**src/rtl/fir_tap_sequencer.sv**
```systemverilog
// fir_tap_sequencer: keeps a TAPS-deep sample delay line and a writable
// coefficient table, and for every accepted sample issues the TAPS
// (delayed sample, coefficient) pairs serially to the multiplier stage,
// framing each FIR output with first/last markers.
module fir_tap_sequencer #(
  parameter int DATA_WIDTH = 17,
  parameter int COEF_WIDTH = 4,
  parameter int TAPS       = 8,
  parameter int IDX_WIDTH  = 3,
  parameter int ISSUE_GAP  = 0
) (
  input  logic                  clk,
  input  logic                  reset,
  input  logic                  smp_vld,
  input  logic [DATA_WIDTH-1:0] smp_data,
  output logic                  smp_rdy,
  input  logic                  coef_wr,
  input  logic [IDX_WIDTH-1:0]  coef_addr,
  input  logic [COEF_WIDTH-1:0] coef_data,
  output logic                  mul_vld,
  output logic [DATA_WIDTH-1:0] mul_data,
  output logic [COEF_WIDTH-1:0] mul_coef,
  output logic                  mul_first,
  output logic                  mul_last
);

  localparam logic [IDX_WIDTH-1:0] LAST_IDX = IDX_WIDTH'(TAPS - 1);
  localparam logic [3:0]           GAP_LOAD = (ISSUE_GAP > 0) ? 4'(ISSUE_GAP - 1) : 4'd0;

  typedef enum logic [1:0] {
    IDLE  = 2'd0,
    ISSUE = 2'd1,
    GAP   = 2'd2
  } state_t;

  state_t                state_q, state_d;
  logic [IDX_WIDTH-1:0]  idx_q, idx_d;
  logic [3:0]            gap_q, gap_d;
  logic [DATA_WIDTH-1:0] dl_q   [TAPS];
  logic [DATA_WIDTH-1:0] dl_d   [TAPS];
  logic [COEF_WIDTH-1:0] coef_q [TAPS];
  logic [COEF_WIDTH-1:0] coef_d [TAPS];
  logic                  smp_rdy_q, smp_rdy_d;
  logic                  mul_vld_q, mul_vld_d;
  logic [DATA_WIDTH-1:0] mul_data_q, mul_data_d;
  logic [COEF_WIDTH-1:0] mul_coef_q, mul_coef_d;
  logic                  mul_first_q, mul_first_d;
  logic                  mul_last_q, mul_last_d;
  logic                  accept;

  // smp_rdy_q is high exactly when the FSM sits in IDLE.
  assign accept = smp_vld & smp_rdy_q;

  // Next-state logic: state_q/idx_q describe the pair currently on the outputs.
  always_comb begin
    // NOTE: every variable gets a default first so no path leaves it unassigned (no latches).
    state_d = state_q;
    idx_d   = idx_q;
    gap_d   = gap_q;
    unique case (state_q)
      IDLE: begin
        if (accept) begin
          state_d = ISSUE;
          idx_d   = '0;
        end
      end
      ISSUE: begin
        if (idx_q == LAST_IDX) begin
          state_d = IDLE;
        end else if (ISSUE_GAP == 0) begin
          idx_d = idx_q + IDX_WIDTH'(1);
        end else begin
          state_d = GAP;
          gap_d   = GAP_LOAD;
        end
      end
      GAP: begin
        if (gap_q == 4'd0) begin
          state_d = ISSUE;
          idx_d   = idx_q + IDX_WIDTH'(1);
        end else begin
          gap_d = gap_q - 4'd1;
        end
      end
      default: state_d = IDLE;
    endcase
  end

  // Delay-line shift on accept and coefficient table writes (out-of-range index ignored).
  always_comb begin
    dl_d   = dl_q;
    coef_d = coef_q;
    if (accept) begin
      dl_d[0] = smp_data;
      for (int k = 1; k < TAPS; k++) begin
        dl_d[k] = dl_q[k-1];
      end
    end
    if (coef_wr && (int'(coef_addr) < TAPS)) begin
      coef_d[coef_addr] = coef_data;
    end
  end

  // Output register inputs: the data path reads the post-shift delay line so a
  // sample accepted at this edge is tap 0, while the coefficient path reads the
  // pre-write table so a same-edge write to the issued index is not yet visible.
  always_comb begin
    mul_vld_d   = (state_d == ISSUE);
    mul_data_d  = mul_data_q;
    mul_coef_d  = mul_coef_q;
    mul_first_d = 1'b0;
    mul_last_d  = 1'b0;
    smp_rdy_d   = (state_d == IDLE);
    if (mul_vld_d) begin
      mul_data_d  = dl_d[idx_d];
      mul_coef_d  = coef_q[idx_d];
      mul_first_d = (idx_d == '0);
      mul_last_d  = (idx_d == LAST_IDX);
    end
  end

  // State, storage and registered outputs with synchronous active-low reset.
  always_ff @(posedge clk) begin
    if (!reset) begin
      state_q     <= IDLE;
      idx_q       <= '0;
      gap_q       <= 4'd0;
      // NOTE: the delay line and coefficient table are cleared on reset because
      // unwritten entries must read as zero; this costs a reset on every storage flop.
      dl_q        <= '{default: '0};
      coef_q      <= '{default: '0};
      smp_rdy_q   <= 1'b1;
      mul_vld_q   <= 1'b0;
      mul_data_q  <= '0;
      mul_coef_q  <= '0;
      mul_first_q <= 1'b0;
      mul_last_q  <= 1'b0;
    end else begin
      // NOTE: non-blocking assignments so every flop samples pre-edge values.
      state_q     <= state_d;
      idx_q       <= idx_d;
      gap_q       <= gap_d;
      dl_q        <= dl_d;
      coef_q      <= coef_d;
      smp_rdy_q   <= smp_rdy_d;
      mul_vld_q   <= mul_vld_d;
      mul_data_q  <= mul_data_d;
      mul_coef_q  <= mul_coef_d;
      mul_first_q <= mul_first_d;
      mul_last_q  <= mul_last_d;
    end
  end

  assign smp_rdy   = smp_rdy_q;
  assign mul_vld   = mul_vld_q;
  assign mul_data  = mul_data_q;
  assign mul_coef  = mul_coef_q;
  assign mul_first = mul_first_q;
  assign mul_last  = mul_last_q;

endmodule

```
**config.mk**
```make
export PLATFORM = sky130hd
export DESIGN_NAME = fir_tap_sequencer
export DESIGN_NICKNAME = d
export VERILOG_FILES = /design/src/rtl/fir_tap_sequencer.sv
export SDC_FILE = /design/constraint.sdc
export NUM_CORES = 1
export LEC_CHECK = 0
export ABC_AREA = 1
export CAP_MARGIN = 15
export CORE_MARGIN = 10
export CORE_UTILIZATION = 40
export DETAILED_ROUTE_END_ITERATION = 16
export PLACE_DENSITY = 0.64
export SLEW_MARGIN = 20
export SYNTH_ARGS = -nofsm -noshare
export SYNTH_HDL_FRONTEND = slang
export SYNTH_SLANG_ARGS = --single-unit
export TNS_END_PERCENT = 5
```
**constraint.sdc**
```tcl
create_clock -name clk -period 2.54 [get_ports clk]
set_input_delay 0.254 -clock clk [delete_from_list [all_inputs] [get_ports clk]]
set_output_delay 0.254 -clock clk [all_outputs]
set_load 0.005 [all_outputs]
```
======== After elaboration in Yosys (flattened, before gate mapping) ========
Cells that the tools add are included.
word-level totals
  output and inout port bits .............. 25
  logic and storage cells ................. 64
  register bits ........................... 202
  input port bits ......................... 28
operators by class
  order comparisons ....................... 3
  add/subtract/negate cells ............... 2
  multiplexer cells ....................... 18
  reduce and logical (&&, ||, !) cells .... 7
  bitwise gates (word level) .............. 4
  equality and inequality tests ........... 5
operators with widths
  cell                                                        count
  2-to-1 mux 136 bit                                          1
  binary-select mux 17 bit (select 3 bit)                     1
  2-to-1 mux 17 bit                                           2
  bitwise mux 32 bit                                          1
  binary-select mux 4 bit (select 3 bit)                      1
  demux 4 bit (select 3 bit)                                  1
  2-to-1 mux 4 bit                                            3
  2-to-1 mux 3 bit                                            3
  one-hot mux 3 bit (3 select lines)                          1
  greater-or-equal comparator 4 bit, second input constant    2
  NOT 3 -> 4 bit                                              2
  == test 3 bit, second input constant                        2
  2-to-1 mux 2 bit                                            3
  one-hot mux 2 bit (3 select lines)                          1
  == test 2 x 1 -> 1 bit, second input constant               2
  logical NOT 2 bit                                           2
  logical NOT 4 bit                                           1
  less-than comparator 4 x 1 -> 1 bit, second input constant  1
  AND reduction 2 bit                                         2
  subtractor 4 x 1 -> 4 bit, second input constant            1
  adder 3 x 1 -> 3 bit, second input constant                 1
  logical NOT 3 bit                                           1
  == test 2 bit, second input constant                        1
  bitwise AND 1 bit                                           1
  other kinds (2)                                             2

======== Longest topological paths before layout ========
Gate-level depths: netlist of the first run.
  word-level depth ........................ 7
  gate-level depth with buffers ........... 13
  mapped depth without buffers ............ 11

======== Worst setup path before layout of the first run ========
Ideal clock, no wire load.
  path type ............................... register -> register
  start point ............................. register idx_q[0]
  end point ............................... register mul_data_q[10], in the netlist mul_data[10]
  path slack .............................. 0.626 ns
  setup time .............................. 0.128 ns
  stages on the path, launching flop included .. 14
  data arrival time ....................... 1.786 ns
  required time ........................... 2.412 ns
  clock period less this slack ............ 1.914 ns
  path buffers ............................ 2
  cell sequence ........................... dfxtp_1 ha_1 ha_1 nand3b_1 nand2_2 nand2_2 nand2_1 buf_6 buf_4 nand2_1 nand3_1 nand3_1 nand2_1 a21oi_1
between the ends
  cells in the longest elaborated chain, start to end .. 7
  elaborated cells between the ends (all ways) .. 13
  those cells by class .................... add/sub (1); eq/ne (2); mux (9); bitwise (1)
RTL lines
  element                                                       line        text
  start, declared                                               37          logic [IDX_WIDTH-1:0] idx_q, idx_d;
  start signal, assigned                                        141         idx_q <= idx_d;
  adder 3 x 1 -> 3 bit / == test 3 bit (equally long branches)  71, 80, 68
  2-to-1 mux 3 bit (on tied branches)                           78, 68
  one-hot mux 3 bit (3 select lines)                            60          unique case (state_q)
  NOT 3 -> 4 bit (implied by the code)                          115         mul_data_d = dl_d[idx_d];
  binary-select mux 17 bit (select 3 bit)                       115
  2-to-1 mux 17 bit (implied by the code) (2 in series)         115
  end signal, assigned                                          147         mul_data_q <= mul_data_d;
  end, declared                                                 45          logic [DATA_WIDTH-1:0] mul_data_q, mul_data_d;
Parallel ways exist; a longest one is shown, timed or not. The select of a mux whose other input is x is not followed.
A chain may end at the register's enable or synchronous reset.

======== Final worst setup path of the first run ========
  start point ............................. register idx_q[0]
  end point ............................... register mul_coef_q[1], in the netlist mul_coef[1]
between the ends
  cells in the longest elaborated chain, start to end .. 7
  elaborated cells between the ends (all ways) .. 13
  those cells by class .................... add/sub (1); eq/ne (2); mux (9); bitwise (1)
RTL lines
  element                                                       line        text
  adder 3 x 1 -> 3 bit / == test 3 bit (equally long branches)  71, 80, 68
  2-to-1 mux 3 bit (on tied branches)                           78, 68
  one-hot mux 3 bit (3 select lines)                            60
  NOT 3 -> 4 bit (implied by the code)                          116         mul_coef_d = coef_q[idx_d];
  binary-select mux 4 bit (select 3 bit)                        116
  2-to-1 mux 4 bit (implied by the code) (2 in series)          116
  end signal, assigned                                          148         mul_coef_q <= mul_coef_d;
  end, declared                                                 46          logic [COEF_WIDTH-1:0] mul_coef_q, mul_coef_d;
Parallel ways exist; a longest one is shown, timed or not. The select of a mux whose other input is x is not followed.

==> results of run 1 <==
## state kept, by name, indices dropped and copies added, names as in the netlist
register   count
gap_q          4
mul_first      1
smp_rdy        1
state_q        2
dl_q         136
mul_vld        1
mul_last       1
mul_coef       4
mul_data      17
coef_q        32
idx_q          3
## cell usage after synthesis
cell type | count | share of area [%]
mux2i_1 | 31 | 3.4
ha_1 | 4 | 0.55
o21ai_0 | 161 | 8.9
dfxtp_1 | 202 | 45
and2_1 | 1 | 0.069
nor2_1 | 155 | 6.4
nand2_2 | 4 | 0.28
nand3_1 | 233 | 13
inv_2 | 4 | 0.17
or2_2 | 57 | 3.9
nand4_2 | 1 | 0.14
nand3b_1 | 1 | 0.083
nand4_1 | 1 | 0.069
nor4_1 | 2 | 0.14
buf_2 | 27 | 1.5
a21oi_1 | 56 | 3.1
buf_1 | 5 | 0.21
xnor2_1 | 1 | 0.097
nor2_2 | 1 | 0.069
nand3_2 | 2 | 0.22
buf_6 | 5 | 0.62
o22ai_1 | 1 | 0.069
nand2_1 | 148 | 6.1
clkbuf_1 | 45 | 1.9
inv_1 | 82 | 3.4
nor4_2 | 1 | 0.14
buf_4 | 10 | 0.83
## worst max path at each step
stage / from / endpoint / depth (start not counted) / slack, ps
after floorplan: idx_q[0]$_SDFF_PN0_ / mul_data[10]$_SDFFE_PN0N_ / 13 / 630
after global placement: smp_vld / mul_data[4]$_SDFFE_PN0N_ / 12 / 240
after detailed placement: idx_q[0]$_SDFF_PN0_ / mul_data[4]$_SDFFE_PN0N_ / 11 / 250
after CTS: idx_q[0]$_SDFF_PN0_ / mul_data[4]$_SDFFE_PN0N_ / 11 / 210
after global routing: idx_q[0]$_SDFF_PN0_ / mul_data[4]$_SDFFE_PN0N_ / 11 / 40
final: idx_q[0]$_SDFF_PN0_ / mul_coef[1]$_SDFFE_PN0N_ / 11 / 180
## metal layers
| metal | track usage [%] | vias to the layer above |
|---|---|---|
| met5 | 0 | - |
| li1 | - | 4119 |
| met3 | 2.41 | 36 |
| met4 | 4.39 | 0 |
| met1 | 21.2 | 3784 |
| met2 | 26.6 | 182 |
## worst max-delay path, cell delays in order, from the launching register on
cell and delay (ps):
dfxtp_1 360, ha_1 230, ha_1 170, nand3b_1 320, nand4_1 220, nand2_2 80, inv_2 230, buf_4 220
nand3_1 110, nand3_1 100, nand2_1 100, a21oi_1 130
## cells by family (layout without fill, tap and decap cells)
kind of cell / Yosys count / in the layout
adders and majority gates: 4 / 4
DFF: 202 / 202
muxes: 31 / 31
AOI/OAI and AO/OA: 218 / 218
and+or+nand+nor: 607 / 607
buffers and inverters: 178 / 203
xor gates and xnor gates: 1 / 1
## report_power, final
group | total, W | switching, W | internal (W)
Combinational | 0.00159 | 0.000944 | 0.000643
Clock | 0.00305 | 0.00127 | 0.00178
Sequential | 0.00353 | 0.000108 | 0.00342
## stage by stage
step                      setup WS, ps  area, um2  hold WS [ps]  cells  utilization, %
after detailed placement           248       9800           444   1509            44.5
after CTS                          209      10500           427   1546            47.6
after floorplan                    626       9050           430   1241               -
after global placement             239       9800           439   1509            44.5
final                              179      10500           438   1546            47.6
after global routing              38.3      10500           465   1546            47.6
## area by class of cell
cell class / instances / share of cell area [%]
multi-input combinational: 861 / 40.6
timing repair buffer: 80 / 7.93
sequential: 202 / 38.6
clock inverter: 2 / 0.155
clock buffer: 35 / 6.31
inverter: 86 / 3.11
tap: 280 / 3.34
==> flow_summary.toml, run 1 <==
[sta]
skew_ps = 9.45
hold_viol = 0
relSlewSlack_pct = 66.0
setup-tns-final_ps = 0
fmax_mhz = 424
maxSlewViolCount = 0
worst_pin_slew_ps = 511
finalCritPeriodShare_pct = 93.0
rsz0062_at_grt = "no"
finalSetupViolCount = 0
fin_crit_ps = 2360

[clock_tree]
postCtsSetupRepairBufs = 0
cts_sinks = 202
clk_pin_slew_worst_paths_ps = 60
htreeDepth = 1
clk_latency_ps = 510
cts_resized = 0
ctsHoldBuffers = 0
tritoncts = "done"
cts_buffer_depth = 3
cts_root_buffer = "clkbuf_16"
cts_made_buffers = 23

[final_layout]
final_common_cell = "nand3_1"
antenna_cells = 0
fillers = 2227
area_growth_pct = 15.7
nets = 1286
post_route_cells_drive_above_1_share_pct = 10.2
seq_area_mm2 = 0.00404
layout_common_cells = "233 x nand3_1, 202 x dfxtp_1, 161 x o21ai_0"
multi_input_area_mm2 = 0.00425

[logic_synthesis]
synth-compound-area-share_pct = 12.1
synthSimpleGateAreaFrac_pct = 30.6
synth_top_family_by_area = "simple AND/OR/NAND/NOR gates"
synthDistinctLibCells = 27
syn_inst = 1241
synth_area_mm2 = 0.00905
synthXorXnorAreaFrac_pct = 0.0968
muxShareOfSynthArea_pct = 3.43
ys_seq_area_share_pct = 44.7
yosys_warnings = 0
synthAdderAreaFrac_pct = 0.553
synth_seq_cells = 202
synth_nets = 1273
syn_area_per_cell_um2 = 7.29

[drt]
wl_met1_um = 11200
top_layer = "met4"
route.met2.wl_um = 10900
via_per_inst = 5.25
wire_per_inst_um = 15.4
wl_met3_um = 1240
num_vias = 8121
ant_nets = 0
drt_iter0_drc = 680
wirelength_um = 23700
drt-pass1-iter-count = 8
drcViolationCount = 0

[floorplanning]
placementRows = 54
fp.dieH_um = 170
die_area_mm2 = 0.0290
start_util_pct = 41.1
die_w_um = 170
ios = 53
core_area_mm2 = 0.0220

[worst_setup_path]
r2r_end = "mul_coef[1]$_SDFFE_PN0N_"
required_ps = 2980
ff2ff_path_depth = 11
r2r_slack_ps = 180
crit_path_start_kind = "flip-flop"
worstSetupPathType = "reg2reg"
crit_arrival_ps = 2800
cp_max_fo = 9
regToRegStartpoint = "idx_q[0]$_SDFF_PN0_"
end_kind = "flip-flop"

[placed_design]
place.detailed.hpwl_um = 13900
routabilityCongestion = 0.780
port_buffers = 52

[min_path]
hold_path_end = "dl_q[131]$_SDFF_PN0_"
hold_class = "in2reg"
hold_start = "smp_data[12]"
min_path_cells = 3

[global_route]
grt_max_degree = 106
grt.total_usage_pct = 16.1
globalRouteOverflowTotal = 0
antenna_found_initial = 0
first_global_vias = 7631
grt_first_pass_wirelength_um = 39200

[power]
power.density_mw_per_mm2 = 779
p_leak_nw = 4.52
peakVddDrop_uv = 536
power.total_w = 0.00816

[flow_run]
cap_violations = 0

[status]
status = "finished clean"
(Power assumes the default switching activity.)
==> inputs of run 2 (changes only) <==
--- a/config.mk
+++ b/config.mk
@@ -7,10 +7,9 @@
 export LEC_CHECK = 0
 export ABC_AREA = 1
 export CAP_MARGIN = 15
-export CORE_MARGIN = 10
 export CORE_UTILIZATION = 40
 export DETAILED_ROUTE_END_ITERATION = 16
-export PLACE_DENSITY = 0.64
+export PLACE_DENSITY = 0.67
 export SLEW_MARGIN = 20
 export SYNTH_ARGS = -nofsm -noshare
 export SYNTH_HDL_FRONTEND = slang
==> flow_summary.toml, run 2 (same netlist as run 1, synthesis figures left out) <==
[clock_tree]
htreeDepth = 1
cts_made_buffers = 22
cts_root_buffer = "clkbuf_16"
ctsHoldBuffers = 0
tritoncts = "done"
clk_pin_slew_worst_paths_ps = 60
cts_buffer_depth = 3
clk_latency_ps = 510
cts_sinks = 202

[final_layout]
largest_reg_flops = 136
post_route_cells_drive_above_1_share_pct = 10.9
regMostFlops = "dl_q"
final_common_cell = "nand3_1"
fillers = 2187
layout_common_cells = "233 x nand3_1, 202 x dfxtp_1, 161 x o21ai_0"
area_growth_pct = 17.7
antenna_cells = 0
nets = 1287
final_core_util_pct = 48.4

[drt]
wirelength_um = 22800
ant_nets = 0
drcViolationCount = 0
wire_per_inst_um = 14.7
drt-pass1-iter-count = 7
via_per_inst = 5.26
drt_iter0_drc = 725
num_vias = 8147

[sta]
hold_viol = 0
maxSlewViolCount = 0
setup-tns-final_ps = 0
fmax_mhz = 429
fin_crit_ps = 2330
relSlewSlack_pct = 69.8
finalSetupViolCount = 0
finalCritPeriodShare_pct = 91.8
skew_ps = 15.7
worst_pin_slew_ps = 454
rsz0062_at_grt = "no"

[power]
swShare_pct = 26.8
combPwrFrac_pct = 18.2
clockPowerShare_pct = 41.3
peakVddDrop_uv = 462
power.internal_w = 0.00637
power.switching_w = 0.00234
pwr-share-seq_pct = 40.5
power.total_w = 0.00870
p_leak_nw = 4.60
power.density_mw_per_mm2 = 817

[flow_run]
cap_violations = 0

[floorplanning]
start_util_pct = 41.1
die_area_mm2 = 0.0232
die_w_um = 152
ios = 53
placementRows = 54
core_area_mm2 = 0.0220
fp.dieH_um = 152

[global_route]
globalRouteOverflowTotal = 0
first_global_vias = 7651
antenna_found_initial = 0
grt_first_pass_wirelength_um = 38300
grt_max_degree = 106
grt.total_usage_pct = 19.7

[worst_setup_path]
cp_max_fo = 25
worstSetupPathType = "reg2reg"
end_kind = "flip-flop"
required_ps = 2970
cpMaxStageDelayCell = "dfxtp_1"
cp_num_buf_inv = 2
crit_path_start_kind = "flip-flop"
path_cells = "ha_1 > ha_1 > nand3b_1 > nand4_1 > nand2_2 > inv_2 > buf_6 > nand3_1 > nand3_1 > nand2_1 > a21oi_1"
crit_arrival_ps = 2760
cpLargestDelayFamily = "simple AND/OR/NAND/NOR gates"
max_stage_delay_ps = 360

[placed_design]
place.detailed.hpwl_um = 13500
routabilityCongestion = 0.800
port_buffers = 52

[min_path]
hold_class = "in2reg"

[status]
status = "finished clean"
[run 2: cell types whose count changed in the layout (fill, tap and decap cells not counted)]
cell / delta
buf_6: +1
clkbuf_8: +1
clkbuf_1: -5
buf_12: +1
bufinv_16: +5
clkinvlp_4: +2
inv_8: -1
[run 2: per-layer routing]
layer  up-vias  part of all wire [%]  track usage [%]
met5         -                     0                0
met4         0                   1.7             5.82
met3        32                   5.0             2.42
met2       188                    47             33.3
met1      3797                    46             26.4
li1       4130                     -                -
[run 2: timing repair]
action,in CTS,in global routing
resized for setup,0,1
setup buffers,0,0
endpoints found under the setup margin,0,3
[run 2: final timing paths]
| check | end | from | depth (start not counted) | slack, ps |
|---|---|---|---|---|
| worst max-delay path | mul_coef[1]$_SDFFE_PN0N_ | idx_q[0]$_SDFF_PN0_ | 11 | 210 |
| worst max register to register | mul_coef[1]$_SDFFE_PN0N_ | idx_q[0]$_SDFF_PN0_ | 11 | 210 |
| worst min register to register | coef_q[11]$_SDFFE_PN0P_ | coef_q[11]$_SDFFE_PN0P_ | 2 | 450 |
| worst min-delay path | dl_q[131]$_SDFF_PN0_ | smp_data[12] | 3 | 440 |
[run 2: stage by stage]
| step | instance area, um2 | cells | setup slack (ps) | hold WS (ps) |
|---|---|---|---|---|
| after floorplan | 9050 | 1241 | 626 | 430 |
| after global placement | 9830 | 1511 | 234 | 439 |
| after detailed placement | 9830 | 1511 | 181 | 444 |
| after CTS | 10700 | 1550 | 149 | 434 |
| after global routing | 10700 | 1550 | 62.6 | 471 |
| final | 10700 | 1550 | 209 | 439 |
[run 2: power by group through the flow]
stage | sequential, W | combinational [W] | clock [W]
global placement | 0.00359 | 0.00156 | 0
CTS | 0.00352 | 0.00158 | 0.00366
finish | 0.00352 | 0.00158 | 0.00360
global route | 0.00355 | 0.00180 | 0.00378
detailed placement | 0.00359 | 0.00157 | 0
floorplan | 0.00356 | 0.00112 | 0
[run 2: worst reg2reg max path, cell delays in order, from the launching register on]
cell      delay (ps)
dfxtp_1          360
ha_1             230
ha_1             180
nand3b_1         300
nand4_1          200
nand2_2          120
inv_2             90
buf_6            250
nand3_1          140
nand3_1           90
nand2_1          120
a21oi_1          170
[run 2: final cells by class]
type / count / area, um2 / area share (%)
inverter: 86 / 325 / 3.05
clock inverter: 8 / 170 / 1.60
timing repair buffer: 82 / 862 / 8.09
sequential: 202 / 4040 / 37.9
multi-input combinational: 861 / 4250 / 39.9
clock buffer: 31 / 656 / 6.15
tap: 280 / 350 / 3.29
